## config.mk

```make
export PLATFORM = sky130hd
export DESIGN_NAME = mu0_control_unit
export DESIGN_NICKNAME = d
export VERILOG_FILES = /design/src/rtl/mu0_pkg.sv /design/src/rtl/mu0_op_decode.sv /design/src/rtl/mu0_control_unit.sv
export SDC_FILE = /design/constraint.sdc
export NUM_CORES = 1
export LEC_CHECK = 0
export ABC_AREA = 1
export CORE_MARGIN = 2
export CORE_UTILIZATION = 40
export CTS_BUF_LIST = sky130_fd_sc_hd__clkbuf_16
export CTS_CLUSTER_SIZE = 12
export DETAILED_ROUTE_END_ITERATION = 16
export HOLD_SLACK_MARGIN = 0.06
export MAX_ROUTING_LAYER = met4
export PLACE_DENSITY = 0.73
export SLEW_MARGIN = 40
export SYNTH_ARGS = -nofsm -noshare
export SYNTH_HDL_FRONTEND = slang
export SYNTH_SLANG_ARGS = --single-unit
export TNS_END_PERCENT = 5
```

## constraint.sdc

```tcl
create_clock -name CLK -period 1.8 [get_ports CLK]
set_input_delay 0.54 -clock CLK [delete_from_list [all_inputs] [get_ports CLK]]
set_output_delay 0.54 -clock CLK [all_outputs]
set_load 0.05 [all_outputs]
```

## src/rtl/mu0_pkg.sv

```systemverilog
// Shared opcode values, phase encoding and decoded-opcode strobe bundle for the MU0 control unit.
package mu0_pkg;

  localparam int unsigned OpLda = 0;
  localparam int unsigned OpSta = 1;
  localparam int unsigned OpAdd = 2;
  localparam int unsigned OpSub = 3;
  localparam int unsigned OpJmp = 4;
  localparam int unsigned OpJmi = 5;
  localparam int unsigned OpJeq = 6;
  localparam int unsigned OpStp = 7;
  localparam int unsigned OpLdi = 8;
  localparam int unsigned OpLsl = 9;
  localparam int unsigned OpLsr = 10;

  typedef enum logic [1:0] {
    S_FETCH = 2'd0,
    S_EXEC1 = 2'd1,
    S_EXEC2 = 2'd2,
    S_HALT  = 2'd3
  } state_t;

  // One-hot opcode strobes; ill covers every undefined code.
  typedef struct packed {
    logic lda;
    logic sta;
    logic add;
    logic sub;
    logic jmp;
    logic jmi;
    logic jeq;
    logic stp;
    logic ldi;
    logic lsl;
    logic lsr;
    logic ill;
  } op_dec_t;

endpackage

```

## src/rtl/mu0_op_decode.sv

```systemverilog
// Combinational opcode decoder: instruction-register opcode field to one-hot strobes.
module mu0_op_decode
  import mu0_pkg::*;
#(
  parameter int unsigned OP_W = 4
) (
  input  logic [OP_W-1:0] op_i,
  output op_dec_t         dec_o
);

  // Exactly one strobe is raised for any opcode value.
  always_comb begin
    dec_o = '0;
    unique case (op_i)
      OP_W'(OpLda): dec_o.lda = 1'b1;
      OP_W'(OpSta): dec_o.sta = 1'b1;
      OP_W'(OpAdd): dec_o.add = 1'b1;
      OP_W'(OpSub): dec_o.sub = 1'b1;
      OP_W'(OpJmp): dec_o.jmp = 1'b1;
      OP_W'(OpJmi): dec_o.jmi = 1'b1;
      OP_W'(OpJeq): dec_o.jeq = 1'b1;
      OP_W'(OpStp): dec_o.stp = 1'b1;
      OP_W'(OpLdi): dec_o.ldi = 1'b1;
      OP_W'(OpLsl): dec_o.lsl = 1'b1;
      OP_W'(OpLsr): dec_o.lsr = 1'b1;
      default:      dec_o.ill = 1'b1;
    endcase
  end

endmodule

```

## src/rtl/mu0_control_unit.sv

```systemverilog
// MU0 control unit: phase sequencer with memory wait states, halt, illegal-opcode flag,
// retire counter and the datapath control equations.
module mu0_control_unit
  import mu0_pkg::*;
#(
  parameter int unsigned DATA_W = 16,
  parameter int unsigned OP_W   = 4,
  parameter int unsigned CNT_W  = 16
) (
  input  logic              CLK,
  input  logic              RESET,
  input  logic [OP_W-1:0]   OP,
  input  logic [DATA_W-1:0] ACC_OUT,
  input  logic              MEM_READY,
  output logic              FETCH,
  output logic              EXEC1,
  output logic              EXEC2,
  output logic              HALTED,
  output logic              IR_LOAD,
  output logic              EXTRA,
  output logic              MUX1,
  output logic              MUX3,
  output logic              MUX4,
  output logic              SLOAD,
  output logic              CNT_EN,
  output logic              WREN,
  output logic              SLOAD_ACC,
  output logic              ENABLE_ACC,
  output logic              SHIFT,
  output logic              ADD_SUB,
  output logic              ILLEGAL,
  output logic [CNT_W-1:0]  INSTR_CNT
);

  state_t           state_q, state_d;
  logic             illegal_q, illegal_d;
  logic [CNT_W-1:0] instr_cnt_q, instr_cnt_d;

  op_dec_t dec;
  logic    flag_z, flag_n;
  logic    in_e1, in_e2;
  logic    mem_rd;
  logic    ir_load;
  logic    retire;

  mu0_op_decode #(
    .OP_W(OP_W)
  ) u_op_decode (
    .op_i (OP),
    .dec_o(dec)
  );

  assign flag_z = (ACC_OUT == '0);
  assign flag_n = ACC_OUT[DATA_W-1];
  assign in_e1  = (state_q == S_EXEC1);
  assign in_e2  = (state_q == S_EXEC2);
  // Opcodes that read memory in EXEC1 and write the accumulator in EXEC2.
  assign mem_rd = dec.lda | dec.add | dec.sub;

  assign FETCH     = (state_q == S_FETCH);
  assign EXEC1     = in_e1;
  assign EXEC2     = in_e2;
  assign HALTED    = (state_q == S_HALT);
  assign ILLEGAL   = illegal_q;
  assign INSTR_CNT = instr_cnt_q;

  // Next phase; memory phases hold until MEM_READY.
  always_comb begin
    state_d = state_q;
    ir_load = 1'b0;
    unique case (state_q)
      S_FETCH: begin
        if (MEM_READY) begin
          ir_load = 1'b1;
          state_d = S_EXEC1;
        end
      end
      S_EXEC1: begin
        if (mem_rd) begin
          if (MEM_READY) state_d = S_EXEC2;
        end else if (dec.sta) begin
          if (MEM_READY) state_d = S_FETCH;
        end else if (dec.stp) begin
          state_d = S_HALT;
        end else begin
          state_d = S_FETCH;
        end
      end
      S_EXEC2: state_d = S_FETCH;
      S_HALT:  state_d = S_HALT;
      default: state_d = S_FETCH;
    endcase
  end

  // Retire on the cycle the instruction leaves its last exec phase; STP and ILL count too.
  always_comb begin
    retire      = in_e2 | (in_e1 & (state_d != S_EXEC1) & (state_d != S_EXEC2));
    illegal_d   = illegal_q | (in_e1 & dec.ill);
    instr_cnt_d = instr_cnt_q;
    if (retire) instr_cnt_d = instr_cnt_q + CNT_W'(1);
  end

  // Datapath controls; state-changing strobes are suppressed while RESET is high.
  always_comb begin
    EXTRA      = in_e1 & mem_rd;
    MUX1       = (in_e1 & (dec.lda | dec.sta | dec.add | dec.sub | dec.jmp |
                           (dec.jmi & flag_n) | (dec.jeq & flag_z))) |
                 (in_e2 & mem_rd);
    MUX3       = ((in_e1 | in_e2) & (dec.lda | dec.ldi)) | (in_e1 & (dec.add | dec.sub));
    MUX4       = in_e1 & dec.lsr;
    SHIFT      = in_e1 & (dec.lsl | dec.lsr);
    ADD_SUB    = dec.add & (in_e1 | in_e2);
    IR_LOAD    = ~RESET & ir_load;
    SLOAD      = ~RESET & in_e1 & (dec.jmp | (dec.jmi & flag_n) | (dec.jeq & flag_z));
    CNT_EN     = ~RESET & ((in_e2 & mem_rd) |
                           (in_e1 & (dec.ldi | dec.lsl | dec.lsr | (dec.sta & MEM_READY) |
                                     (dec.jmi & ~flag_n) | (dec.jeq & ~flag_z) | dec.ill)));
    WREN       = ~RESET & in_e1 & dec.sta;
    SLOAD_ACC  = ~RESET & ((in_e1 & dec.ldi) | (in_e2 & mem_rd));
    ENABLE_ACC = ~RESET & ((in_e1 & (dec.ldi | dec.lsl | dec.lsr)) | (in_e2 & mem_rd));
  end

  // State, sticky illegal flag and retire counter.
  always_ff @(posedge CLK) begin
    if (RESET) begin
      state_q     <= S_FETCH;
      illegal_q   <= 1'b0;
      instr_cnt_q <= '0;
    end else begin
      state_q     <= state_d;
      illegal_q   <= illegal_d;
      instr_cnt_q <= instr_cnt_d;
    end
  end

endmodule

```

After elaboration in Yosys (flattened, before gate mapping):

Cells that the tools add are included.

* bits in registers: 19
* input port bits: 23
* output and inout bits: 33
* logic and storage cells: 100

* $add $sub $neg: 1
* eq/ne operators: 15
* muxes and demuxes: 21
* bitwise logic cells: 56
* reductions and logical operators: 4

Operators with widths (count)
* $or A1 B1 Y1: 27
* $and A1 B1 Y1: 26
* $add A16 B1 Y16 const B: 1
* $eq A4 B3 Y1 const B: 4
* $logic_not A16 Y1: 1
* $mux W1: 14
* $eq A4 B4 Y1 const B: 3
* $mux W2: 6
* $reduce_or A11 Y1: 1
* $eq A4 B2 Y1 const B: 2
* $pmux W2 S4: 1
* $eq A2 B2 Y1 const B: 2
* $eq A4 B1 Y1 const B: 1
* $logic_not A4 Y1: 1
* $not A1 Y1: 3
* $eq A2 B1 Y1 const B: 1
* $logic_not A2 Y1: 1
* $ne A2 B1 Y1 const B: 1
* $ne A2 B2 Y1 const B: 1

Depth between registers and ports, before layout:

* depth in word-level cells: 11
* mapped depth: 14
* mapped depth without buffers: 14

Cells and area by module:

Synthesis repeated with hierarchy kept, for this count alone.

* cells, all modules: 223
* area total of the unflattened synthesis: 1497.7 sq um

By module, submodules not included
* mu0_control_unit: instances 1, cells an instance 200, area each 1402.6 sq um, sequential area each 380.4 sq um
* mu0_op_decode: instances 1, cells an instance 23, area each 95.1 sq um, sequential area each 0.0 sq um

Worst setup path after synthesis:

Ideal clock, no wire load.

* path kind: register to output
* from: register state_q[0]
* to: output port MUX1
* arrival time: 2.661 ns
* data required time: 1.260 ns
* setup slack: -1.401 ns
* cell stages (with the launch flop): 6
* buffers on the path: 1
* cell sequence: dfxtp_1 inv_1 ha_1 clkinv_1 clkbuf_1 o21ai_0

* cells in the longest elaborated chain, start to end: 3
* elaborated cells between the ends (all ways): 5
* classes of those cells: eq/ne (2); bitwise (3)

RTL lines
* start, declared: line mu0_control_unit.sv:35 `state_t state_q, state_d;`
* start signal, assigned: line mu0_control_unit.sv:130 `state_q <= state_d;`
* $eq A2 B2 Y1: line mu0_control_unit.sv:56 `assign in_e2 = (state_q == S_EXEC2);`
* via EXEC2: line mu0_control_unit.sv:17 `output logic EXEC2,`
* $and A1 B1 Y1: line mu0_control_unit.sv:108 `(in_e2 & mem_rd);`
* $or A1 B1 Y1: line mu0_control_unit.sv:107 `(dec.jmi & flag_n) | (dec.jeq & flag_z))) |`
* end, declared: line mu0_control_unit.sv:21 `output logic MUX1,`

The timed path passes the listed nets, and every way through them passes these cells.

Worst setup path in the final report:

* from: input port ACC_OUT[15]
* to: output port CNT_EN

* cells in the longest elaborated chain, start to end: 8
* elaborated cells between the ends (all ways): 11
* classes of those cells: bitwise (10); reduce/logical (1)

RTL lines
* start, declared: line mu0_control_unit.sv:13 `input logic [DATA_W-1:0] ACC_OUT,`
* $logic_not A16 Y1 or $not A1 Y1 (tied branches): line mu0_control_unit.sv:53, mu0_control_unit.sv:117
* $not A1 Y1 or $and A1 B1 Y1 (tied branches): line mu0_control_unit.sv:117 `(dec.jmi & ~flag_n) | (dec.jeq & ~flag_z) | dec.ill)));`
* $and A1 B1 Y1 or $or A1 B1 Y1 (tied branches): line mu0_control_unit.sv:117, mu0_control_unit.sv:116
* $or A1 B1 Y1 * (2 in series): line mu0_control_unit.sv:117
* $and A1 B1 Y1 *: line mu0_control_unit.sv:116 `(in_e1 & (dec.ldi | dec.lsl | dec.lsr | (dec.sta & MEM_READY) |`
* $or A1 B1 Y1 *: line mu0_control_unit.sv:115 `CNT_EN = ~RESET & ((in_e2 & mem_rd) |`
* $and A1 B1 Y1 *: line mu0_control_unit.sv:115
* end, declared: line mu0_control_unit.sv:25 `output logic CNT_EN,`

Mark *: on every way between the ends. The rest lies on a longest branch, timed or not.

==> metrics.csv <==
metric;value;unit
crit path DAT;1.62;ns
Setup TNS;-3.12;ns
DIE AREA;4270;sq um
number of global-route vias before repair;1966;
largest net degree at the start of global routing;18;
Combinational Power Share;71.2;%
placer congestion estimate;0.960;
Setup WS post-layout;-0.363;ns
Multi-input gate area;1190;sq um
kind of critical path;input port to output pin;
post-layout min period;2.16;ns
measured slew at the worst slew-check pin;0.409;ns
Slowest-stage cell, CP;nor4_1;
vias;1918;
DRT Pass-1 Iters;4;
gr usage total;26.9;%
row count;22;
pre-CTS setup slack;-0.789;ns
fin cells;372;
status;complete, but fails checks;
hpwl dp;3940;um
Pint;1830;uW
CP peak stage delay;0.27;ns
routed wire length;5390;um
Setup violations, final;19;
share of cells above drive strength 1;52.9;%
WL/cell;14.5;um
FF/Latch Area;383;sq um
Fin. Hold Viols;0;
switching power;1550;uW
Pwr per Cell Area;1110;nW/um^2
die span in y;65.3;um
worst-case clock buffer depth;2;
Starting Density;41.4;%
clock network fraction of total power;13.5;%
fill count;214;
Max Clk Rate;0.462;GHz
cell with the most instances after synthesis;nand2_1;
H-tree depth;1;
later-pin clock latency in the skew report;0.25;ns
Critical Path Most Common Cell;nand2_1;
headroom to the max-slew limit;72.4;%
grt total ovfl;0;
switching share of power;46.0;%
final net count;352;
syn nets;253;
critical path capture point type;output pin;
CP top delay family;simple AND/OR/NAND/NOR gates;
Area Growth Syn to Fin;102;%
WP data required;1.26;ns
CP bufs+invs;2;
synth warn;0;
RSZ-0062 raised after global routing;true;
Final Max Tran Viols;0;
hold buffer count at cts;0;
Final ANT Viol Nets;0;
TritonCTS buffer count;3;
Commonest cells post-synth;nand2_1 (34), nand3_1 (32), nor2_1 (29);
initial drt markers;83;
placed insts;365;
Core Area;3630;sq um
failing checks;setup timing;
vias per cell;5.16;
Post-Synthesis Cells;225;
Pleak;0.00123;uW
Clk pin slew, worst setup/hold paths;0.05;ns
dominant synthesized flop cell;dfxtp_1;
# Max-Cap Violations;0;
clock tree sinks;19;
CP Max Fanout;2;
share of Yosys cell area claimed by the top area cell type;25.3;%
DRC;0;
initial antenna violation count;1;
CTS Root Cell;clkbuf_16;
io pins;56;
first-pass GRT wire length;8750;um
skew final;0.00361;ns
fin crit share;120;%
part of the power in registers;15.3;%
die width;65.3;um
HP Class;register to register;
number of synthesized flops with an enable pin;0;
CP Cell Sequence;buf_6 > nor4_1 > and2_1 > nand2_1 > nand2_1 > o2111ai_2 > nand2_1 > nand2_2 > buf_12;
CTS tree;built;
cell area after synthesis;1510;sq um
#FFs+latches synth;19;
startpoint types;input port;
post-synthesis sequential area ratio;25.3;%
syn avg cell area;6.69;sq um
Cell variety after synth;27;
Worst VDD drop;1.52;mV
post-synth top area cell;dfxtp_1;
ys async rst share;0;%
number of buffers added on ports;55;
largest cells by area after synthesis;dfxtp_1 (25%), nand3_1 (11%), nand2_1 (8.5%);
==> logic make-up after synthesis <==
| family | Yosys count | synth area share [%] |
|---|---|---|
| AND/OR/NAND/NOR | 130 | 41.7 |
| buffers and inverters | 34 | 9.81 |
| AO/OA/AOI/OAI | 23 | 10.9 |
| flip-flops | 19 | 25.3 |
| XOR/XNOR | 14 | 8.15 |
| adder cells (fa/ha/maj) | 5 | 4.16 |
==> metrics by stage <==
stage / power, uW / hold slack (ns) / util (%) / area (sq um)
after global placement: 2730 / 0.470 / 78.3 / 2850
after floorplan: 1820 / 0.682 / - / 1620
after detailed placement: 2780 / 0.462 / 78.3 / 2850
final: 3380 / 0.473 / 83.5 / 3040
after CTS: 3290 / 0.474 / 80.6 / 2930
after global routing: 3550 / 0.515 / 83.5 / 3040
==> cell usage in the layout, fill, tap and decap left out, types with 12 or more instances in the layout <==
cell	count
a21oi_2	12
buf_12	35
buf_4	39
dfxtp_1	17
inv_1	20
nand2_1	29
nand2_2	17
nand3_1	28
nor2_1	20
==> final cells by class <==
class | count | area share [%]
clock buffers | 3 | 2.47
well taps | 48 | 1.98
clock inverters | 1 | 0.124
repair buffers | 99 | 39.7
diodes | 1 | 0.0824
flip-flops and latches | 19 | 12.6
multi-input cells | 172 | 39.2
inverters | 29 | 3.75
==> path summary, 6_finish.rpt <==
check | from | to | slack [ns] | cells after the start
max reg2reg | state_q[1] | INSTR_CNT[10] | 0 | 13
max | ACC_OUT[15] | CNT_EN | -0.36 | 9
min | ILLEGAL | ILLEGAL | 0.47 | 2
min reg2reg | ILLEGAL | ILLEGAL | 0.47 | 2
==> layer usage <==
| layer | vias to the layer above | routed length (um) | track usage [%] |
|---|---|---|---|
| met5 | - | 0 | - |
| met4 | 0 | 176 | 11.7 |
| met3 | 18 | 323 | 6.34 |
| met2 | 77 | 2790 | 46.0 |
| met1 | 888 | 2100 | 29.9 |
| li1 | 935 | - | - |
==> what timing repair did <==
| action | 4_1_cts | 5_1_grt |
|---|---|---|
| gates resized for setup | 88 | 23 |
| setup buffers | 0 | 2 |
| pin swaps | 18 | 14 |
| endpoints found under the setup margin | 30 | 29 |
==> power by group through the flow <==
| stage | sequential (uW) | clock, uW | combinational [uW] |
|---|---|---|---|
| 2_1_floorplan | 580 | 0 | 1240 |
| 3_3_place_gp | 517 | 0 | 2220 |
| 3_5_place_dp | 519 | 0 | 2260 |
| 4_1_cts | 515 | 463 | 2310 |
| 5_1_grt | 524 | 489 | 2540 |
| 6_report | 518 | 455 | 2410 |
==> sequential cells by signal, summed over array words and instances (netlist names) <==
register,flops
ILLEGAL,1
INSTR_CNT,16
state_q,2
==> tightest hold or removal path, cell delays in order (launching register included) <==
cell and delay, ns:
dfxtp_1 0.33, a31oi_1 0.04, nor2_1 0.07
Power figures use the tool's default switching activity.
